===== src/rtl/eth_mdio_pkg.sv =====
// Shared types and constants for the Clause-22 MDIO PHY responder.
package eth_mdio_pkg;

  typedef enum logic [2:0] {
    PREAMBLE,
    START,
    OP,
    PHYAD,
    REGAD,
    TA,
    DATA
  } mdio_state_e;

  localparam logic [1:0] OP_READ  = 2'b10;
  localparam logic [1:0] OP_WRITE = 2'b01;

  localparam int REG_BMCR   = 0;
  localparam int REG_BMSR   = 1;
  localparam int REG_PHYID1 = 2;
  localparam int REG_PHYID2 = 3;

  localparam int PREAMBLE_LEN = 32;

  // Status and identifier registers ignore writes.
  function automatic logic is_read_only(input logic [4:0] regad);
    return (regad == 5'(REG_BMSR)) || (regad == 5'(REG_PHYID1)) ||
           (regad == 5'(REG_PHYID2));
  endfunction

endpackage


===== src/rtl/mdio_phy_responder_if.sv =====
// MDIO bus seen by the PHY: management clock, resolved data line and the
// responder's drive value/enable.
interface mdio_phy_responder_if;
  logic phy_mdc;
  logic phy_mdio_i;
  logic phy_mdio_o;
  logic phy_mdio_oe;

  modport master (
    output phy_mdc,
    output phy_mdio_i,
    input  phy_mdio_o,
    input  phy_mdio_oe
  );

  modport slave (
    input  phy_mdc,
    input  phy_mdio_i,
    output phy_mdio_o,
    output phy_mdio_oe
  );
endinterface


===== src/rtl/mdio_sync_edge.sv =====
// Brings MDC/MDIO into the clk_int domain and flags each MDC rising edge.
// mdc_rise is a registered one-cycle strobe three clk_int cycles after the
// pin edge; mdio_s is delayed to line up with it.
module mdio_sync_edge (
  input  logic clk,
  input  logic rst_n,
  input  logic mdc,
  input  logic mdio,
  output logic mdc_rise,
  output logic mdio_s
);

  logic mdc_meta_q, mdc_sync_q, mdc_prev_q, mdc_rise_q;
  logic mdio_meta_q, mdio_sync_q, mdio_s_q;
  logic mdc_rise_d;

  // Rising edge seen on the synchronised clock.
  always_comb begin
    mdc_rise_d = mdc_sync_q & ~mdc_prev_q;
  end

  // Two-flop synchronisers plus edge/data alignment stage.
  always_ff @(posedge clk or negedge rst_n) begin
    if (!rst_n) begin
      mdc_meta_q  <= 1'b0;
      mdc_sync_q  <= 1'b0;
      mdc_prev_q  <= 1'b0;
      mdc_rise_q  <= 1'b0;
      mdio_meta_q <= 1'b0;
      mdio_sync_q <= 1'b0;
      mdio_s_q    <= 1'b0;
    end else begin
      mdc_meta_q  <= mdc;
      mdc_sync_q  <= mdc_meta_q;
      mdc_prev_q  <= mdc_sync_q;
      mdc_rise_q  <= mdc_rise_d;
      mdio_meta_q <= mdio;
      mdio_sync_q <= mdio_meta_q;
      mdio_s_q    <= mdio_sync_q;
    end
  end

  assign mdc_rise = mdc_rise_q;
  assign mdio_s   = mdio_s_q;

endmodule


===== src/rtl/mdio_phy_responder.sv =====
// Clause-22 MDIO PHY responder with a small 16-bit register file.
// Build option: MDIO_PREAMBLE_SUPPRESS_EN lets a single idle 1 stand in for
// the 32-bit preamble so frames can run back to back.
module mdio_phy_responder
  import eth_mdio_pkg::*;
#(
  parameter int          NUM_REGS     = 32,
  parameter logic [31:0] PHY_ID       = 32'h0141_0DD0,
  parameter logic [15:0] BMCR_DEFAULT = 16'h1140,
  parameter logic [15:0] BMSR_BASE    = 16'h7949
) (
  input  logic                 clk_int,
  input  logic                 rst_int_n,
  mdio_phy_responder_if.slave  mdio,
  input  logic [4:0]           phy_addr,
  input  logic                 link_up,
  output logic                 wr_valid,
  output logic [4:0]           wr_addr,
  output logic [15:0]          wr_data,
  output logic                 phy_reset_req
);

  logic        mdc_rise, bit_in;
  mdio_state_e state_q;
  logic [5:0]  cnt_q;
  logic [15:0] shift_q, rdata_q;
  logic [4:0]  regad_q;
  logic        is_rd_q, match_q;
  logic        oe_q, o_q, wr_valid_q, reset_req_q;
  logic [4:0]  wr_addr_q;
  logic [15:0] wr_data_q;
  logic [15:0] regs_q [NUM_REGS];

  logic [4:0]  regad_in;
  logic [15:0] wdata_in, rd_now;
  logic        pre_ok;

  mdio_sync_edge u_sync (
    .clk      (clk_int),
    .rst_n    (rst_int_n),
    .mdc      (mdio.phy_mdc),
    .mdio     (mdio.phy_mdio_i),
    .mdc_rise (mdc_rise),
    .mdio_s   (bit_in)
  );

  // Field values completed by the current bit, plus the read snapshot source.
  always_comb begin
    regad_in = {shift_q[3:0], bit_in};
    wdata_in = {shift_q[14:0], bit_in};
`ifdef MDIO_PREAMBLE_SUPPRESS_EN
    pre_ok = (cnt_q != 6'd0);
`else
    pre_ok = (cnt_q == 6'(PREAMBLE_LEN));
`endif
    rd_now = 16'h0000;
    if (int'(regad_in) < NUM_REGS) begin
      case (regad_in)
        5'(REG_BMSR):   rd_now = {BMSR_BASE[15:3], link_up, BMSR_BASE[1:0]};
        5'(REG_PHYID1): rd_now = PHY_ID[31:16];
        5'(REG_PHYID2): rd_now = PHY_ID[15:0];
        default:        rd_now = regs_q[regad_in];
      endcase
    end
  end

  // Frame decoder, register file and registered bus/notification outputs.
  always_ff @(posedge clk_int or negedge rst_int_n) begin
    if (!rst_int_n) begin
      state_q     <= PREAMBLE;
      cnt_q       <= '0;
      shift_q     <= '0;
      rdata_q     <= '0;
      regad_q     <= '0;
      is_rd_q     <= 1'b0;
      match_q     <= 1'b0;
      oe_q        <= 1'b0;
      o_q         <= 1'b0;
      wr_valid_q  <= 1'b0;
      reset_req_q <= 1'b0;
      wr_addr_q   <= '0;
      wr_data_q   <= '0;
      for (int i = 0; i < NUM_REGS; i++)
        regs_q[i] <= (i == REG_BMCR) ? BMCR_DEFAULT : 16'h0000;
    end else begin
      wr_valid_q  <= 1'b0;
      reset_req_q <= 1'b0;
      if (mdc_rise) begin
        case (state_q)
          PREAMBLE: begin
            if (bit_in) begin
              if (cnt_q < 6'(PREAMBLE_LEN)) cnt_q <= cnt_q + 6'd1;
            end else begin
              cnt_q <= '0;
              if (pre_ok) state_q <= START;
            end
          end
          START: begin
            cnt_q   <= '0;
            state_q <= bit_in ? OP : PREAMBLE;
          end
          OP: begin
            shift_q <= wdata_in;
            if (cnt_q == 6'd0) begin
              cnt_q <= 6'd1;
            end else begin
              cnt_q <= '0;
              case ({shift_q[0], bit_in})
                OP_READ:  begin is_rd_q <= 1'b1; state_q <= PHYAD; end
                OP_WRITE: begin is_rd_q <= 1'b0; state_q <= PHYAD; end
                default:  state_q <= PREAMBLE;
              endcase
            end
          end
          PHYAD: begin
            shift_q <= wdata_in;
            if (cnt_q == 6'd4) begin
              match_q <= (regad_in == phy_addr);
              cnt_q   <= '0;
              state_q <= REGAD;
            end else begin
              cnt_q <= cnt_q + 6'd1;
            end
          end
          REGAD: begin
            shift_q <= wdata_in;
            if (cnt_q == 6'd4) begin
              regad_q <= regad_in;
              rdata_q <= rd_now;
              cnt_q   <= '0;
              state_q <= TA;
            end else begin
              cnt_q <= cnt_q + 6'd1;
            end
          end
          TA: begin
            if (cnt_q == 6'd0) begin
              if (is_rd_q && match_q) begin
                oe_q <= 1'b1;
                o_q  <= 1'b0;
              end
              cnt_q <= 6'd1;
            end else begin
              if (is_rd_q && match_q) begin
                o_q     <= rdata_q[15];
                rdata_q <= {rdata_q[14:0], 1'b0};
              end
              cnt_q   <= '0;
              state_q <= DATA;
            end
          end
          DATA: begin
            shift_q <= wdata_in;
            if (cnt_q == 6'd15) begin
              oe_q    <= 1'b0;
              o_q     <= 1'b0;
              cnt_q   <= '0;
              state_q <= PREAMBLE;
              if (!is_rd_q && match_q && (int'(regad_q) < NUM_REGS)) begin
                wr_valid_q <= 1'b1;
                wr_addr_q  <= regad_q;
                wr_data_q  <= wdata_in;
                if (regad_q == 5'(REG_BMCR)) begin
                  if (wdata_in[15]) begin
                    reset_req_q <= 1'b1;
                    for (int i = 0; i < NUM_REGS; i++)
                      regs_q[i] <= (i == REG_BMCR) ? BMCR_DEFAULT : 16'h0000;
                  end else begin
                    regs_q[REG_BMCR] <= {1'b0, wdata_in[14:0]};
                  end
                end else if (!is_read_only(regad_q)) begin
                  regs_q[regad_q] <= wdata_in;
                end
              end
            end else begin
              cnt_q <= cnt_q + 6'd1;
              if (is_rd_q && match_q) begin
                o_q     <= rdata_q[15];
                rdata_q <= {rdata_q[14:0], 1'b0};
              end
            end
          end
          default: begin
            state_q <= PREAMBLE;
            cnt_q   <= '0;
          end
        endcase
      end
    end
  end

  assign mdio.phy_mdio_o  = o_q;
  assign mdio.phy_mdio_oe = oe_q;
  assign wr_valid         = wr_valid_q;
  assign wr_addr          = wr_addr_q;
  assign wr_data          = wr_data_q;
  assign phy_reset_req    = reset_req_q;

endmodule


===== src/flat_wrapper.sv =====
// flat-port wrapper written by rule: the top's interface ports become plain ports
module mdio_phy_responder_flat import eth_mdio_pkg::*;
#(
  parameter int          NUM_REGS     = 32,
  parameter logic [31:0] PHY_ID       = 32'h0141_0DD0,
  parameter logic [15:0] BMCR_DEFAULT = 16'h1140,
  parameter logic [15:0] BMSR_BASE    = 16'h7949
)
  (clk_int, rst_int_n, phy_addr, link_up, wr_valid, wr_addr, wr_data, phy_reset_req, mdio_phy_mdc, mdio_phy_mdio_i, mdio_phy_mdio_o, mdio_phy_mdio_oe);
  mdio_phy_responder_if mdio_i ();
  input  logic clk_int;
  input  logic rst_int_n;
  input  logic [4:0] phy_addr;
  input  logic link_up;
  output logic wr_valid;
  output logic [4:0] wr_addr;
  output logic [15:0] wr_data;
  output logic phy_reset_req;
  input wire logic [$bits(mdio_i.phy_mdc)-1:0] mdio_phy_mdc;
  input wire logic [$bits(mdio_i.phy_mdio_i)-1:0] mdio_phy_mdio_i;
  output wire logic [$bits(mdio_i.phy_mdio_o)-1:0] mdio_phy_mdio_o;
  output wire logic [$bits(mdio_i.phy_mdio_oe)-1:0] mdio_phy_mdio_oe;
  assign mdio_i.phy_mdc = mdio_phy_mdc;
  assign mdio_i.phy_mdio_i = mdio_phy_mdio_i;
  assign mdio_phy_mdio_o = mdio_i.phy_mdio_o;
  assign mdio_phy_mdio_oe = mdio_i.phy_mdio_oe;
  mdio_phy_responder #(.NUM_REGS(NUM_REGS), .PHY_ID(PHY_ID), .BMCR_DEFAULT(BMCR_DEFAULT), .BMSR_BASE(BMSR_BASE)) u_core (.clk_int(clk_int), .rst_int_n(rst_int_n), .mdio(mdio_i), .phy_addr(phy_addr), .link_up(link_up), .wr_valid(wr_valid), .wr_addr(wr_addr), .wr_data(wr_data), .phy_reset_req(phy_reset_req));
endmodule

===== config.mk =====
export PLATFORM = sky130hd
export DESIGN_NAME = mdio_phy_responder_flat
export DESIGN_NICKNAME = d
export VERILOG_FILES = /design/src/rtl/eth_mdio_pkg.sv /design/src/rtl/mdio_phy_responder_if.sv /design/src/rtl/mdio_sync_edge.sv /design/src/rtl/mdio_phy_responder.sv /design/src/flat_wrapper.sv
export SDC_FILE = /design/constraint.sdc
export NUM_CORES = 1
export LEC_CHECK = 0
export BUFFER_PORTS_ARGS = -buffer_cell sky130_fd_sc_hd__buf_2
export CAP_MARGIN = 5
export CORE_MARGIN = 2
export CORE_UTILIZATION = 40
export DETAILED_ROUTE_END_ITERATION = 16
export GPL_TIMING_DRIVEN = 0
export PLACE_DENSITY_LB_ADDON = 0.12
export SETUP_SLACK_MARGIN = 0.1
export SLEW_MARGIN = 20
export SYNTH_ARGS = -nofsm -noshare
export SYNTH_HDL_FRONTEND = slang
export SYNTH_SLANG_ARGS = --single-unit

===== constraint.sdc =====
create_clock -name clk_int -period 4.62 [get_ports clk_int]
set_input_delay 0.924 -clock clk_int [delete_from_list [all_inputs] [get_ports clk_int]]
set_output_delay 0.924 -clock clk_int [all_outputs]
set_load 0.01 [all_outputs]

### After elaboration in Yosys (flattened, before gate mapping)

Index checks and enable logic that the tools add are counted.
W data, S select, Z words.

| word-level totals | value |
|---|---|
| flip-flop bits (word level) | 591 |
| bits in latches | 0 |
| bits in writable memories | 0 |
| bits in read-only memories | 0 |
| input port bits | 10 |
| output and inout bits | 25 |
| word-level logic and storage cells | 174 |
| memories kept | 0 |

| operators by class | value |
|---|---|
| add/subtract/negate cells | 1 |
| multiply operators | 0 |
| divide/modulo/power cells | 0 |
| magnitude comparators | 4 |
| equality and inequality tests | 32 |
| shift operators | 0 |
| muxes and demuxes | 52 |
| bitwise operators | 5 |
| reduce and logical (&&, ||, !) cells | 28 |

Operators with widths:

| operator | count |
|---|---|
| $mux W512 | 2 |
| $bwmux W512 | 1 |
| $mux W496 | 1 |
| $mux W16 | 7 |
| $pmux W16 S3 | 2 |
| $bmux W16 S5 | 1 |
| $demux W16 S5 | 1 |
| $mux W6 | 4 |
| $pmux W6 S4 | 1 |
| $mux W3 | 7 |
| $pmux W3 S7 | 1 |
| $eq A5 B2 Y1 const B | 4 |
| $mux W1 | 18 |
| $ne A2 B1 Y1 const B | 8 |
| $mux W15 | 1 |
| $reduce_and A5 Y1 | 3 |
| $ge A6 B6 Y1 const B | 2 |
| $not A5 Y6 | 2 |
| $eq A5 B1 Y1 const B | 2 |
| $eq A3 B3 Y1 const B | 3 |
| $reduce_and A3 Y1 | 3 |
| $ne A2 B2 Y1 const B | 4 |
| $reduce_and A4 Y1 | 2 |
| $reduce_and A8 Y1 | 1 |
| 29 further kinds | 41 |

### Depth between registers and ports, before layout

Gate-level depths: netlist (run 1).

| depth | value |
|---|---|
| depth in word-level cells | 8 |
| gate-level depth with buffers | 12 |
| gate-level depth less buffers | 8 |

### Modules after synthesis

Synthesis (run 1) repeated with hierarchy kept, for this count alone.

| unflattened totals | value |
|---|---|
| cell total of the unflattened synthesis | 2034 |
| area total of the unflattened synthesis | 26331.5 um^2 |

Modules (own cells, without submodules):

| module | instances | cells each | area each (um^2) |
|---|---|---|---|
| mdio_phy_responder | 1 | 2026 | 26142.6 |
| mdio_sync_edge | 1 | 8 | 188.9 |

### Worst setup path before layout (run 1)

OpenSTA, ideal clock, no wires.

| timing path | value |
|---|---|
| kind | register -> register |
| start point | reg u_core.shift_q[0] |
| end point | reg u_core.rdata_q[15] |
| setup time | 0.065 ns |
| arrival time | 2.927 ns |
| path slack | 1.628 ns |
| cell stages (with the launch flop) | 12 |
| cell sequence | dfrtp_1 > clkbuf_1 > buf_2 > inv_1 > clkbuf_1 > buf_1 > ha_1 > o31ai_1 > clkbuf_1 > nand3_1 > o311ai_0 > o21a_1 |

| on the way | value |
|---|---|
| longest elaborated chain between the ends | 7 |

RTL lines:

| what | line | text |
|---|---|---|
| from (decl) | mdio_phy_responder.sv:26 | `logic [15:0] shift_q, rdata_q;` |
| from (signal assigned) | mdio_phy_responder.sv:103 | `shift_q <= wdata_in;` |
| from (signal assigned) | mdio_phy_responder.sv:116 | `shift_q <= wdata_in;` |
| from (signal assigned) | mdio_phy_responder.sv:126 | `shift_q <= wdata_in;` |
| $not A5 Y6 (not written as such) | mdio_phy_responder.sv:62 | `default: rd_now = regs_q[regad_in];` |
| $bmux W16 S5 | mdio_phy_responder.sv:62 |  |
| $mux W16 (not written as such) (2 in series) | mdio_phy_responder.sv:62 |  |
| $pmux W16 S3 (*) | mdio_phy_responder.sv:58 | `case (regad_in)` |
| $mux W16 (*) | mdio_phy_responder.sv:127 | `if (cnt_q == 6'd4) begin` |
| $pmux W16 S3 (*) | mdio_phy_responder.sv:89 | `case (state_q)` |
| to (signal assigned) | mdio_phy_responder.sv:129 | `rdata_q <= rd_now;` |
| to (signal assigned) | mdio_phy_responder.sv:146 | `rdata_q <= {rdata_q[14:0], 1'b0};` |
| to (signal assigned) | mdio_phy_responder.sv:179 | `rdata_q <= {rdata_q[14:0], 1'b0};` |
| to (decl) | mdio_phy_responder.sv:26 |  |

Every way passes the cells marked *; elsewhere a longest branch is shown, timed or not. The select of a mux whose other input is x is not followed.
A chain may end at the register's enable or synchronous reset.

### Worst setup path in the final report (run 1)

| timing path | value |
|---|---|
| start point | reg u_core.u_sync.mdio_s_q, in the netlist u_core.u_sync.mdio_s |
| end point | reg u_core.rdata_q[10] |

| on the way | value |
|---|---|
| longest elaborated chain between the ends | 7 |

RTL lines:

| what | line | text |
|---|---|---|
| from (decl) | mdio_sync_edge.sv:14 | `logic mdio_meta_q, mdio_sync_q, mdio_s_q;` |
| from (signal assigned) | mdio_sync_edge.sv:39 | `mdio_s_q <= mdio_sync_q;` |
| $not A5 Y6 (not written as such) | mdio_phy_responder.sv:62 |  |
| $bmux W16 S5 | mdio_phy_responder.sv:62 |  |
| $mux W16 (not written as such) (2 in series) | mdio_phy_responder.sv:62 |  |
| $pmux W16 S3 (*) | mdio_phy_responder.sv:58 |  |
| $mux W16 (*) | mdio_phy_responder.sv:127 |  |
| $pmux W16 S3 (*) | mdio_phy_responder.sv:89 |  |

Marked as above.

==> results of run 1 <==
[synth_stat cells, types with 5 or more instances]
| library cell | instances | area (µm²) |
|---|---|---|
| dfrtp_1 | 588 | 14700 |
| nand2_1 | 428 | 1610 |
| o21ai_0 | 306 | 1530 |
| a22o_1 | 167 | 1460 |
| clkbuf_1 | 140 | 526 |
| mux4_2 | 96 | 2160 |
| mux2i_1 | 80 | 801 |
| and2_1 | 68 | 425 |
| buf_2 | 45 | 225 |
| nor2_1 | 42 | 158 |
| mux2_2 | 41 | 462 |
| a21oi_1 | 37 | 185 |
| nand3_1 | 28 | 140 |
| inv_1 | 19 | 71.3 |
| nor3_1 | 18 | 90.1 |
| a31oi_1 | 17 | 106 |
| o221ai_1 | 17 | 149 |
| buf_1 | 14 | 52.6 |
| o22ai_1 | 14 | 87.6 |
| a221oi_1 | 13 | 114 |
| a32o_1 | 13 | 130 |
| o21ai_1 | 13 | 65.1 |
| nor2b_1 | 11 | 68.8 |
| o31ai_1 | 8 | 60.1 |
| o21a_1 | 7 | 52.6 |
| nand2b_1 | 6 | 37.5 |
| ha_1 | 5 | 62.6 |
| o211ai_1 | 5 | 37.5 |
| o311ai_0 | 5 | 43.8 |
[report_power, final]
part           switching, mW  internal (mW)
Clock                   2.29           3.45
Sequential            0.0233           5.19
Combinational          0.252         0.0963
[cell families (layout without fill, tap and decap cells)]
logic type	Yosys count	after routing	synth area share (%)
multiplexers	217	217	13.1
XOR/XNOR	5	5	0.167
other	0	1	0
flip-flops	591	591	56.5
adder cells (fa/ha/maj)	5	5	0.239
AND/OR/NAND/NOR	630	630	10.5
AO/OA/AOI/OAI	647	647	16.2
buffers and inverters	220	383	3.37
[flip-flops by register name (all words and copies together) (netlist names)]
name / count
u_core.u_sync.mdc_rise: 1
u_core.cnt_q: 6
u_core.u_sync.mdio_meta_q: 1
u_core.u_sync.mdc_prev_q: 1
u_core.phy_reset_req: 1
u_core.rdata_q: 16
u_core.state_q: 3
u_core.u_sync.mdio_s: 1
u_core.u_sync.mdc_sync_q: 1
u_core.match_q: 1
u_core.wr_data: 16
u_core.regad_q: 5
u_core.mdio.phy_mdio_o: 1
u_core.regs_q: 512
u_core.shift_q: 15
u_core.wr_valid: 1
u_core.mdio.phy_mdio_oe: 1
u_core.u_sync.mdc_meta_q: 1
u_core.is_rd_q: 1
u_core.wr_addr: 5
u_core.u_sync.mdio_sync_q: 1
[stage by stage]
stage	setup TNS (ns)	cells	area, µm²	utilization [%]	worst slack (ns)
floorplan	0	2315	26200	-	1.63
global placement	-5656.81	3204	27400	42.5	-9.65
detailed placement	-2.70	3212	27700	42.9	-0.450
CTS	0	3332	30000	46.5	0.174
global route	0	3333	30100	46.5	0.124
finish	0	3334	30100	46.5	0.151
[worst max-delay path, cell delays in order, from the launching register on]
cell,delay [ns]
dfrtp_1,0.52
buf_2,0.27
buf_2,0.59
buf_2,0.70
buf_2,0.67
mux2i_1,0.29
o22ai_1,0.16
nor3_1,0.57
nand3_1,0.24
o211ai_1,0.17
a31oi_1,0.11
[final timing paths]
path	start	cells after the start	end
setup reg to reg	u_core.u_sync.mdio_s	10	u_core.rdata_q[10]
setup / recovery	u_core.u_sync.mdio_s	10	u_core.rdata_q[10]
hold / removal	rst_int_n	1	u_core.regs_q[450]
max in group asynchronous	rst_int_n	4	u_core.regs_q[159]
hold reg to reg	u_core.u_sync.mdio_sync_q	0	u_core.u_sync.mdio_s
min in group clk_int	u_core.u_sync.mdio_sync_q	0	u_core.u_sync.mdio_s
[per-layer routing]
| metal | vias to the layer above | global-route usage (%) |
|---|---|---|
| met1 | 10600 | 40.8 |
| li1 | 8586 | - |
| met3 | 194 | 8.86 |
| met4 | 0 | 12.5 |
| met5 | - | 0 |
| met2 | 1026 | 46.2 |
[cell type report]
cell class,instances,area (µm²),area share (%)
antenna,1,2.50,0.00832
timing repair buffer,43,399,1.33
buffer,199,826,2.75
tap,855,1070,3.56
sequential,591,14800,49.2
clock buffer,96,1950,6.48
clock inverter,24,388,1.29
multi-input combinational,1504,10600,35.1
inverter,21,80.1,0.266
[timing repair]
item                                    in CTS  in global routing
resized for setup                            4                  2
pin swaps                                    0                  0
hold buffers                                 0                  0
endpoints found under the setup margin      15                  6
hold endpoints to repair                     0                  0
==> results.ini, run 1 <==
[routing]
routed_via_density = 6.13
drt_pass1_iterations = 5
totalWireLength_um = 101000
detail_route.wl_per_cell_um = 30.3
met1_length_um = 41500
wl_met2_um = 45900
wl_met3_um = 9650
drt-initial-drc-count = 2599
drc = 0
num_vias = 20400
ant_nets = 0
highest_layer = met4

[pwr]
peakVddDrop_uv = 204
leakage_nw = 13.4
power_mw = 11.3
power_density_nw_per_um2 = 376

[worst_setup_path]
r2r_slack_ns = 0.15
worst_ep_required_time_ns = 5.10
crit_type = reg2reg
critPathArrivalTime_ns = 4.95
cp-start-kind = flip-flop
path_max_fanout = 10
end_kind = flip-flop

[floorplan]
die_area_um2 = 67600
std_cell_rows = 93
die_w_um = 260
die_y_um = 260
core-area_um2 = 64600
num_io_pins = 35
start_util_pct = 40.6

[placed_design]
portBuffers = 34
dp_hpwl_um = 70900
gp_congestion = 0.947

[sta]
fin_crit_sh_pct = 96.7
fmax_mhz = 224
setup_violations = 0
whs_ns = 0.144
drv_slew = 0
skew_ns = 0.0378
max-slew-margin-rel_pct = 16.6
tightest_slew_ns = 1.25
grt_setup_unrepaired = no
hold_viol = 0
period_needed_ns = 4.47

[clock_tree]
clock_path_buffers = 3
clockRootBuffer = clkbuf_16
htreeDepth = 3
cts_tree = yes
cts_buffers = 68
clk_latency_ns = 0.64
clk_pin_slew_ns = 0.06
clock_sinks = 591
cts_setup_buffers = 0

[final_layout]
layout_commonest_cell = dfrtp_1
synthToLayoutAreaGrowth_pct = 14.7
fin_nets = 2443
drive_above_1_share_pct = 14.8
final_cell_mix = dfrtp_1 (588), nand2_1 (428), o21ai_0 (306)
nFillCells = 6041

[yosys]
ys_warn_count = 0
synthArstFlopShare_pct = 100
syn-instance-count = 2315
synth_ff_type = dfrtp_1
postSynthNetCount = 2330
ys_ff_latch = 591
synth_edf_count = 0
avgSynthCellArea_um2 = 11.3
synth_cell_type_count = 60
synthesis.area_um2 = 26200
ys_seq_area_share_pct = 56.5

[global_routing]
overflow = 0
grt_pass1_vias = 20300
grt_pass1_wl_um = 146000
grt_usage_pct = 30.4
antenna_found_initial = 6
grt_max_degree = 101

[hold_path]
holdCritPathClass = in2async

[run_status]
status = finished, final reports clean

[job]
cap_violations = 0

Note: power is estimated with default switching activity, not from simulation.
==> inputs of run 2 (changes only) <==
==> constraint.sdc (replaced) <==
create_clock -name clk_int -period 4.62 [get_ports clk_int]
set_input_delay 0.231 -clock clk_int [delete_from_list [all_inputs] [get_ports clk_int]]
set_output_delay 0.231 -clock clk_int [all_outputs]
set_load 0.01 [all_outputs]
==> results.ini, run 2 (synthesis results as in run 1) <==
[sta]
fmax_mhz = 224
skew_ns = 0.0355
setup_violations = 0
period_needed_ns = 4.47
hold_viol = 0
drv_slew = 0
worst_slack_ns = 0.149
fin_crit_sh_pct = 96.8
grt_setup_unrepaired = no
fin_tns_setup_ns = 0
tightest_slew_ns = 1.27
max-slew-margin-rel_pct = 15.5

[global_routing]
overflow = 0
grt_max_degree = 101
antenna_found_initial = 5
grt_pass1_wl_um = 147000
grt_pass1_vias = 20400
grt_usage_pct = 30.4

[routing]
routed_via_density = 6.11
drt_pass1_iterations = 6
drc = 0
totalWireLength_um = 101000
ant_nets = 0
detail_route.wl_per_cell_um = 30.3
drt-initial-drc-count = 2497
num_vias = 20400

[floorplan]
start_util_pct = 40.6
die_area_um2 = 67600
std_cell_rows = 93
die_y_um = 260
core-area_um2 = 64600
die_w_um = 260
num_io_pins = 35

[worst_setup_path]
critPathArrivalTime_ns = 4.96
end_kind = flip-flop
crit_top_cell = buf_2
crit_type = reg2reg
timing.rr.start = u_core.u_sync.mdio_s
crit_start = u_core.u_sync.mdio_s
crit_chain = buf_2 > buf_2 > buf_2 > buf_2 > mux2i_1 > o22ai_1 > nor3_1 > nand3_1 > o211ai_1 > a31oi_1
cp_slowest_cell = buf_2
slowest_delay_ns = 0.70
path_max_fanout = 10
cp-start-kind = flip-flop
path_buf_inv = 4
cp_top_family = buffers and inverters
worst_ep_required_time_ns = 5.10

[pwr]
peakVddDrop_uv = 203
power_mw = 11.3
power_density_nw_per_um2 = 376
leakage_nw = 13.4

[clock_tree]
clock_sinks = 591
clock_path_buffers = 3
htreeDepth = 3
clk_latency_ns = 0.64
cts_buffers = 68
clockRootBuffer = clkbuf_16
clk_pin_slew_ns = 0.06
cts_tree = yes

[final_layout]
synthToLayoutAreaGrowth_pct = 15.0
final_cell_mix = dfrtp_1 (588), nand2_1 (428), o21ai_0 (306)
drive_above_1_share_pct = 14.8
largest_reg_flops = 512
layout_commonest_cell = dfrtp_1
fin_nets = 2449
top_register = u_core.regs_q
fin_area_um2 = 30100

[placed_design]
dp_hpwl_um = 70900
portBuffers = 34
dp_slack_ns = -0.450
dpl_cell_area_um2 = 27700
gp_congestion = 0.947

[run_status]
status = finished, final reports clean

[job]
cap_violations = 0

[hold_path]
holdCritPathClass = in2async

run 2: power by group:
| group | switching [mW] | leakage (nW) | internal, mW |
|---|---|---|---|
| registers | 0.0232 | 8.22 | 5.19 |
| clock network | 2.29 | 1.14 | 3.45 |
| logic | 0.253 | 4.04 | 0.0992 |
run 2: layer usage:
metal	up-vias	global-route usage (%)	part of all wire (%)
met3	219	8.86	9.5
met1	10600	40.8	41
met2	1016	46.2	45
met5	-	0	0
met4	0	12.5	4.2
li1	8585	-	-
run 2: final timing paths:
check                                       endpoint  slack, ns  cells after the start
max                               u_core.rdata_q[10]       0.15                     10
min                               u_core.regs_q[450]       0.04                      2
max reg2reg                       u_core.rdata_q[10]       0.15                     10
min reg2reg                     u_core.u_sync.mdio_s       0.36                      0
max in group asynchronous          u_core.regs_q[45]       2.92                      5
min in group clk_int       u_core.u_sync.mdio_meta_q       0.24                      2
run 2: layout make-up:
cell class / instances / area, µm²
antenna: 1 / 2.50
timing repair buffer: 49 / 459
sequential: 591 / 14800
buffer: 199 / 826
fill: 6038 / 34500
clock inverter: 24 / 388
clock buffer: 96 / 1950
tap: 855 / 1070
inverter: 21 / 80.1
multi-input combinational: 1504 / 10600
run 2: repair_timing:
action                                  4_1_cts  5_1_grt
hold buffers                                  6        0
endpoints found under the hold margin       288        0
setup buffers                                 0        0
resized for setup                             4        2
cloned                                        0        0
endpoints found under the setup margin       15        6
run 2: through the flow:
stage	cells	util (%)	hold WS (ns)
3_3_place_gp	3204	42.5	0.340
2_1_floorplan	2315	-	-0.0646
6_report	3340	46.6	0.0411
3_5_place_dp	3212	42.9	0.0927
4_1_cts	3338	46.6	0.0327
5_1_grt	3339	46.6	0.0598
run 2: worst reg2reg max path, cell delays in order, from the launching register on:
cell	delay (ns)
dfrtp_1	0.51
buf_2	0.27
buf_2	0.60
buf_2	0.70
buf_2	0.67
mux2i_1	0.29
o22ai_1	0.16
nor3_1	0.57
nand3_1	0.26
o211ai_1	0.18
a31oi_1	0.11
==> inputs of run 3 (changes only) <==
--- a/config.mk
+++ b/config.mk
@@ -8,7 +8,7 @@
 export BUFFER_PORTS_ARGS = -buffer_cell sky130_fd_sc_hd__buf_2
 export CAP_MARGIN = 5
 export CORE_MARGIN = 2
-export CORE_UTILIZATION = 40
+export CORE_UTILIZATION = 45
 export DETAILED_ROUTE_END_ITERATION = 16
 export GPL_TIMING_DRIVEN = 0
 export PLACE_DENSITY_LB_ADDON = 0.12
==> constraint.sdc (replaced) <==
create_clock -name clk_int -period 4.62 [get_ports clk_int]
set_input_delay 0.231 -clock clk_int [delete_from_list [all_inputs] [get_ports clk_int]]
set_output_delay 0.231 -clock clk_int [all_outputs]
set_load 0.005 [all_outputs]
==> results.ini, run 3 (synthesis results as in run 1) <==
[routing]
ant_nets = 0
drc = 0
num_vias = 20600
routed_via_density = 6.35
totalWireLength_um = 98200
detail_route.wl_per_cell_um = 30.3
drt_pass1_iterations = 7
drt-initial-drc-count = 2365

[worst_setup_path]
crit_top_cell = buf_2
cp-start-kind = flip-flop
worst_ep_required_time_ns = 5.08
path_buf_inv = 4
crit_chain = buf_2 > buf_2 > buf_2 > buf_2 > mux2i_1 > o22ai_1 > nor3_1 > nand3_1 > o211ai_1 > a31oi_1
critPathArrivalTime_ns = 4.86
path_max_fanout = 10
crit_type = reg2reg
cp_top_family = buffers and inverters
slowest_delay_ns = 0.68
end_kind = flip-flop
cp_slowest_cell = buf_2

[global_routing]
grt_pass1_wl_um = 144000
grt_max_degree = 101
grt_usage_pct = 33.2
grt_pass1_vias = 20300
overflow = 0
antenna_found_initial = 3

[final_layout]
multi_input_area_um2 = 10500
fin_nets = 2444
final_cell_mix = dfrtp_1 (588), nand2_1 (428), o21ai_0 (306)
regArea_um2 = 14800
nFillCells = 5063
top_register = u_core.regs_q
fin_area_um2 = 29700
drive_above_1_share_pct = 14.7
diodes = 0
synthToLayoutAreaGrowth_pct = 13.4
largest_reg_flops = 512
layout_commonest_cell = dfrtp_1

[pwr]
pwr-share-comb_pct = 3.2
leakage_nw = 13.3
p_int_mw = 8.33
p_sw_share_pct = 23.2
power_density_nw_per_um2 = 365
p_clk_share_pct = 48.7
seqPwrFrac_pct = 48.1
switchingPower_mw = 2.51
peakVddDrop_uv = 284
power_mw = 10.8

[floorplan]
start_util_pct = 45.5
die_area_um2 = 60200
core-area_um2 = 57600
die_w_um = 245
die_y_um = 245
num_io_pins = 35
std_cell_rows = 88

[clock_tree]
cts_buffers = 67
clock_path_buffers = 3
cts_tree = yes
clk_latency_ns = 0.61
clock_sinks = 591
clockRootBuffer = clkbuf_16
htreeDepth = 3
cts_setup_buffers = 0
clk_pin_slew_ns = 0.06

[sta]
max-slew-margin-rel_pct = 13.0
skew_ns = 0.0288
hold_viol = 0
grt_setup_unrepaired = no
tightest_slew_ns = 1.30
fin_crit_sh_pct = 95.1
whs_ns = 0.0244
fmax_mhz = 228
drv_slew = 0
period_needed_ns = 4.40
fin_tns_setup_ns = 0
setup_violations = 0

[placed_design]
dp_hpwl_um = 68300
gp_congestion = 0.978
dpl_cell_area_um2 = 27500
portBuffers = 34

[hold_path]
holdCritPathClass = in2reg

[job]
cap_violations = 0

[run_status]
status = finished, final reports clean

## run 3: cell types whose count changed in the layout (fill, tap and decap cells not counted), sizes merged
cell         delta
clkinv          +6
clkbuf          -9
buf             -3
diode           -1
dlygate4sd3     -1
bufinv          -6
inv             +2
clkinvlp        -1
## run 3: metrics by stage
stage               worst slack, ns  utilization (%)  instances
global placement              -8.75             47.5       3114
global route                 0.0930             51.6       3237
CTS                           0.184             51.6       3237
floorplan                      1.63                -       2315
detailed placement           -0.250             47.8       3120
finish                        0.225             51.6       3237
## run 3: power by group through the flow
stage	Sequential (mW)	Clock, mW	Combinational, mW
final	5.22	5.28	0.347
after global routing	5.22	5.54	0.382
after CTS	5.22	5.32	0.349
after detailed placement	5.31	0	0.345
after global placement	5.31	0	0.320
after floorplan	5.31	0	0.149
## run 3: metal layers
metal / part of all wire, % / global-route usage, % / vias up
met5: 0.0081 / 0 / -
met4: 4.7 / 14.9 / 2
met3: 10 / 9.20 / 255
met2: 45 / 49.9 / 1131
met1: 40 / 45.0 / 10600
li1: - / - / 8571
## run 3: final cells by class
| type | count | share of cell area (%) |
|---|---|---|
| Multi-Input combinational cell | 1504 | 35.5 |
| Tap cell | 765 | 3.22 |
| Timing Repair Buffer | 45 | 1.33 |
| Buffer | 199 | 2.77 |
| Clock inverter | 25 | 0.783 |
| Sequential cell | 591 | 49.8 |
| Clock buffer | 87 | 6.34 |
| Inverter | 21 | 0.269 |
## run 3: repair_timing
action                                  CTS  global route
pin swaps                                 0             0
gates resized for setup                   3             2
hold endpoints to repair                313             0
hold buffers                              5             0
endpoints found under the setup margin   10             7
## run 3: worst paths after layout
check / cells past startpoint / start / slack, ns / end
hold / removal: 3 / link_up / 0.02 / u_core.rdata_q[2]
setup / recovery: 10 / u_core.u_sync.mdio_s / 0.22 / u_core.rdata_q[10]
min in group asynchronous: 2 / rst_int_n / 0.08 / u_core.cnt_q[5]
setup reg to reg: 10 / u_core.u_sync.mdio_s / 0.22 / u_core.rdata_q[10]
hold reg to reg: 0 / u_core.u_sync.mdio_sync_q / 0.35 / u_core.u_sync.mdio_s
max in group asynchronous: 4 / rst_int_n / 3.17 / u_core.regs_q[137]
## run 3: tightest hold or removal path, cell delays in order
cell and delay (ns):
buf_2 0.13, a221oi_1 0.08, a21oi_1 0.15
